File: src/rtl/mem_arb.sv
// Single-port RAM arbiter shared by instruction fetch and the MEM stage, with
// load extension and store byte-lane encoding. Optional MEM_ARB_FAIR_EN adds an anti-starvation streak.
module mem_arb (
    input  logic        clk,
    input  logic        rst,
    input  logic        if_req,
    input  logic [31:0] if_addr,
    output logic        if_gnt,
    output logic        if_rvalid,
    output logic [31:0] if_rdata,
    input  logic        mem_req,
    input  logic        mem_we,
    input  logic [2:0]  mem_funct3,
    input  logic [31:0] mem_addr,
    input  logic [31:0] mem_wdata,
    output logic        mem_gnt,
    output logic        mem_rvalid,
    output logic [31:0] mem_rdata,
    output logic        mem_misalign,
    output logic        if_stall,
    output logic        mem_stall,
    output logic        ram_en,
    output logic        ram_we,
    output logic [3:0]  ram_be,
    output logic [29:0] ram_addr,
    output logic [31:0] ram_wdata,
    input  logic [31:0] ram_rdata
);

    typedef enum logic [1:0] {
        IDLE     = 2'd0,
        PEND_IF  = 2'd1,
        PEND_MEM = 2'd2
    } state_t;

    state_t      state;
    state_t      state_next;
    logic        misaligned;
    logic        grant_if;
    logic        grant_mem;
    logic        reject_mem;
    logic        if_priority;
    logic [2:0]  rd_funct3;
    logic [1:0]  rd_off;
    logic [7:0]  rd_byte;
    logic [15:0] rd_half;
    logic        unused_bits;

    // Fetch addresses are word-aligned; the low bits carry no information.
    assign unused_bits = ^if_addr[1:0];

`ifdef MEM_ARB_FAIR_EN
    logic [1:0] streak;

    assign if_priority = (streak == 2'd2) && if_req;

    // Count back-to-back MEM wins while fetch is kept waiting.
    always_ff @(posedge clk) begin
        if (rst) begin
            streak <= 2'd0;
        end else if (grant_if || !if_req) begin
            streak <= 2'd0;
        end else if (grant_mem && (streak != 2'd3)) begin
            streak <= streak + 2'd1;
        end else begin
            streak <= streak;
        end
    end
`else
    assign if_priority = 1'b0;
`endif

    // Alignment check on the MEM request size.
    always_comb begin
        misaligned = 1'b0;
        case (mem_funct3[1:0])
            2'b00:   misaligned = 1'b0;
            2'b01:   misaligned = mem_addr[0];
            2'b10:   misaligned = |mem_addr[1:0];
            default: misaligned = 1'b1;
        endcase
    end

    // Arbitration: a rejected MEM request frees the RAM slot for fetch.
    always_comb begin
        grant_if   = 1'b0;
        grant_mem  = 1'b0;
        reject_mem = 1'b0;
        if (rst) begin
            grant_if = 1'b0;
        end else if (mem_req && misaligned) begin
            reject_mem = 1'b1;
            grant_if   = if_req;
        end else if (mem_req && !if_priority) begin
            grant_mem = 1'b1;
        end else if (if_req) begin
            grant_if = 1'b1;
        end else begin
            grant_if = 1'b0;
        end
    end

    assign if_gnt       = grant_if;
    assign mem_gnt      = grant_mem | reject_mem;
    assign mem_misalign = reject_mem;
    assign if_stall     = if_req & ~if_gnt;
    assign mem_stall    = mem_req & ~mem_gnt;

    // RAM strobe, address and store lane encoding for the granted access.
    always_comb begin
        ram_en    = 1'b0;
        ram_we    = 1'b0;
        ram_be    = 4'b0000;
        ram_addr  = 30'd0;
        ram_wdata = 32'd0;
        if (grant_mem) begin
            ram_en   = 1'b1;
            ram_addr = mem_addr[31:2];
            if (mem_we) begin
                ram_we = 1'b1;
                case (mem_funct3[1:0])
                    2'b00: begin
                        ram_be    = 4'b0001 << mem_addr[1:0];
                        ram_wdata = {4{mem_wdata[7:0]}};
                    end
                    2'b01: begin
                        ram_be    = 4'b0011 << {mem_addr[1], 1'b0};
                        ram_wdata = {2{mem_wdata[15:0]}};
                    end
                    default: begin
                        ram_be    = 4'b1111;
                        ram_wdata = mem_wdata;
                    end
                endcase
            end else begin
                ram_we = 1'b0;
            end
        end else if (grant_if) begin
            ram_en   = 1'b1;
            ram_addr = if_addr[31:2];
        end else begin
            ram_en = 1'b0;
        end
    end

    // Only reads leave a pending response; stores finish in their grant cycle.
    always_comb begin
        state_next = IDLE;
        if (grant_mem && !mem_we) begin
            state_next = PEND_MEM;
        end else if (grant_if) begin
            state_next = PEND_IF;
        end else begin
            state_next = IDLE;
        end
    end

    // State register.
    always_ff @(posedge clk) begin
        if (rst) begin
            state <= IDLE;
        end else begin
            state <= state_next;
        end
    end

    // Remember load size and byte offset for the response cycle.
    always_ff @(posedge clk) begin
        if (rst) begin
            rd_funct3 <= 3'd0;
            rd_off    <= 2'd0;
        end else if (grant_mem && !mem_we) begin
            rd_funct3 <= mem_funct3;
            rd_off    <= mem_addr[1:0];
        end else begin
            rd_funct3 <= rd_funct3;
            rd_off    <= rd_off;
        end
    end

    // rst masks a response already in flight.
    assign if_rvalid  = (state == PEND_IF) && !rst;
    assign mem_rvalid = (state == PEND_MEM) && !rst;
    assign if_rdata   = if_rvalid ? ram_rdata : 32'd0;

    assign rd_byte = ram_rdata[{rd_off, 3'b000} +: 8];
    assign rd_half = rd_off[1] ? ram_rdata[31:16] : ram_rdata[15:0];

    // Load extraction and extension.
    always_comb begin
        mem_rdata = 32'd0;
        if (mem_rvalid) begin
            case (rd_funct3)
                3'b000:  mem_rdata = {{24{rd_byte[7]}}, rd_byte};
                3'b001:  mem_rdata = {{16{rd_half[15]}}, rd_half};
                3'b100:  mem_rdata = {24'd0, rd_byte};
                3'b101:  mem_rdata = {16'd0, rd_half};
                default: mem_rdata = ram_rdata;
            endcase
        end else begin
            mem_rdata = 32'd0;
        end
    end

endmodule

File: config.mk
export PLATFORM = sky130hd
export DESIGN_NAME = mem_arb
export DESIGN_NICKNAME = d
export VERILOG_FILES = /design/src/rtl/mem_arb.sv
export SDC_FILE = /design/constraint.sdc
export NUM_CORES = 1
export LEC_CHECK = 0
export ABC_CLOCK_PERIOD_IN_PS = 3500
export BUFFER_PORTS_ARGS = -buffer_cell sky130_fd_sc_hd__buf_2
export CELL_PAD_IN_SITES_DETAIL_PLACEMENT = 0
export CELL_PAD_IN_SITES_GLOBAL_PLACEMENT = 2
export CORE_ASPECT_RATIO = 0.7
export CORE_MARGIN = 2
export CORE_UTILIZATION = 16
export CTS_CLUSTER_SIZE = 40
export DETAILED_ROUTE_END_ITERATION = 10
export PLACE_DENSITY_LB_ADDON = 0.3
export SYNTH_ARGS = -nofsm -noshare
export SYNTH_HDL_FRONTEND = slang
export SYNTH_SLANG_ARGS = --single-unit
File: constraint.sdc
create_clock -name clk -period 3.5 [get_ports clk]
set_clock_uncertainty 0.15 [all_clocks]
set_input_delay 0.175 -clock clk [delete_from_list [all_inputs] [get_ports clk]]
set_output_delay 0.175 -clock clk [all_outputs]
set_load 0.05 [all_outputs]
==> impl_metrics.json <==
{
  "outcome": "finished, final reports clean",
  "finalHoldViolations": 0,
  "worstPathArrival_ns": 2.28,
  "dpl_cell_area_um2": 3815,
  "num_antenna_cells": 0,
  "criticalPathCategory": "primary input to output port",
  "syn_nets": 456,
  "ys_seq_area_share_pct": 6.041,
  "area_growth_pct": 67.85,
  "synth_area_leaders": "mux2i_1, a22o_1, and2_1",
  "tns_ns": 0,
  "met1_length_um": 4973,
  "cts_resized": 0,
  "peakVddDrop_v": 0.0001152,
  "worst-path-buf-inv": 2,
  "endpoint_kind": "output port",
  "io_buffers": 272,
  "avgSynthCellArea_um2": 7.249,
  "ys_async_sr_fraction_pct": 0,
  "synth_most_common_cell": "and2_1",
  "synth_ff_type": "dfxtp_1",
  "clock_latency_ns": 0.23,
  "crit_slowest_cell": "nand4_1",
  "rows": 36,
  "clk_pin_slew_ns": 0.04,
  "overflow": 0,
  "synth_cells": 320,
  "hold_class": "primary input to flop",
  "via_per_inst": 4.389,
  "start_kind": "primary input",
  "cpPeakStageDelay_ns": 0.87,
  "rsz0062_at_grt": "false",
  "die_width_um": 147.9,
  "min_period_ns": 2.609,
  "grt_pass1_wl_um": 17320,
  "cts_tree": "yes",
  "antenna_found_initial": 0,
  "slew_headroom_pct": 29.43,
  "wl_per_cell_um": 15.57,
  "worst_slew_pin_slew_ns": 1.055,
  "dpl_worst_slack_ns": 0.9479,
  "hold_buffers": 0,
  "yosysTopAreaCell": "mux2i_1",
  "hold_slack_ns": 0.02483,
  "grt_pass1_vias": 3069,
  "power_leakage_nw": 2.258,
  "slew_viol_final": 0,
  "min_period_over_period_pct": 74.54,
  "globalplace.congestion": 0.7804,
  "setup_viol": 0,
  "cpMostUsedCell": "buf_2",
  "wirelength_um": 11840,
  "max_freq_mhz": 383.3,
  "cp_top_family": "simple AND/OR/NAND/NOR gates",
  "power.density_nw_per_um2": 195.4,
  "dr.pass1.iters": 4,
  "ys_seq_elements": 7,
  "synth_edf_count": 0,
  "cts_setup_buffers": 0,
  "die-area_um2": 15490,
  "grt_start_max_net_pins": 40,
  "clk_path_buf_depth": 2,
  "yosys_warnings": 0,
  "ant_nets": 0,
  "synthTopCellsByCount": "and2_1, a22o_1, mux2i_1",
  "die_h_um": 104.7,
  "cts.sinks": 7,
  "start_util_pct": 16.51,
  "drive_gt1_share_pct": 55.44,
  "syn_area_um2": 2320,
  "worst_slack_ns": 0.8911,
  "grt_usage_pct": 14.07,
  "core_area_um2": 14050,
  "ctsHtreeMaxLevel": 1,
  "wl_met2_um": 6197,
  "required_ns": 3.17,
  "synth_top_area_share_pct": 12.94,
  "path_cells": "buf_2, o21ai_4, nand4_1, a21oi_1, buf_2",
  "worst-path-max-fanout": 25,
  "ios": 275,
  "nets": 707,
  "root_buffer": "clkbuf_16",
  "fin_area_um2": 3894,
  "cap_violations": 0,
  "route.met3.wl_um": 525,
  "drt_iter0_drc": 147,
  "highest_layer": "met4",
  "drcViolationCount": 0,
  "dp_hpwl_um": 9811,
  "ys_types": 46,
  "numCtsBuffers": 3,
  "via_count": 3336
}
==> sequential cells by signal, summed over array words and instances (netlist names) <==
name,cells
rd_funct3,3
rd_off,2
state,2
==> cell families (layout without fill, tap and decap cells) <==
family / count (synthesis) / after routing / share of synthesized area (%)
flops: 7 / 7 / 6.041
xor+xnor: 1 / 1 / 0.3776
compound gates: 91 / 91 / 31.55
buf+inv: 39 / 289 / 8.414
simple gates: 137 / 137 / 32.58
mux: 45 / 45 / 21.04
==> area by class of cell <==
| class | instances | area, um2 |
|---|---|---|
| inverter | 5 | 18.77 |
| multi-input combinational | 274 | 1997 |
| clock buffer | 4 | 78.83 |
| tap | 190 | 237.7 |
| fill | 1604 | 10160 |
| timing repair buffer | 280 | 1421 |
| sequential | 7 | 140.1 |
==> worst register-to-register path, stage by stage (launching register included) <==
cell	delay, ns
dfxtp_1	0.70
buf_4	0.32
inv_1	0.09
nor2_1	0.10
mux2_2	0.15
==> metal layers <==
layer,vias to the layer above,track usage (%)
li1,1666,-
met1,1545,17.52
met2,115,26.11
met3,10,1.266
met4,0,3.265
met5,-,0
==> worst paths after layout <==
path                       from       endpoint  slack [ns]  cells past startpoint
setup reg to reg   rd_funct3[1]   rd_funct3[1]        1.95                      4
hold / removal    mem_funct3[2]   rd_funct3[2]        0.02                      2
setup / recovery    mem_addr[0]  ram_wdata[10]        0.89                      5
hold reg to reg    rd_funct3[2]   rd_funct3[2]        0.53                      2
==> cell usage in the layout, fill, tap and decap left out, types with 12 or more instances in the layout <==
cell type	count
nor2_1	22
nor2b_1	19
nand2_1	26
buf_2	272
mux2_2	12
and2_1	33
a22o_1	30
o21ai_0	24
mux2i_1	30
==> stage by stage <==
stage | utilization, % | power [W] | std cells
floorplan | - | 0.0004032 | 320
global placement | 27.15 | 0.0005685 | 756
detailed placement | 27.15 | 0.0005695 | 756
CTS | 27.71 | 0.0007691 | 760
global route | 27.71 | 0.0008028 | 760
finish | 27.71 | 0.0007608 | 760
==> where the power goes <==
part | leakage [nW] | internal, W | switching [W] | total [W]
logic | 2.16 | 0.000157 | 0.000317 | 0.000474
clock network | 0.0382 | 0.000152 | 0.0000448 | 0.000196
registers | 0.0570 | 0.0000832 | 0.00000694 | 0.0000902
total | 2.26 | 0.000392 | 0.000368 | 0.000761
(Power assumes the default switching activity.)
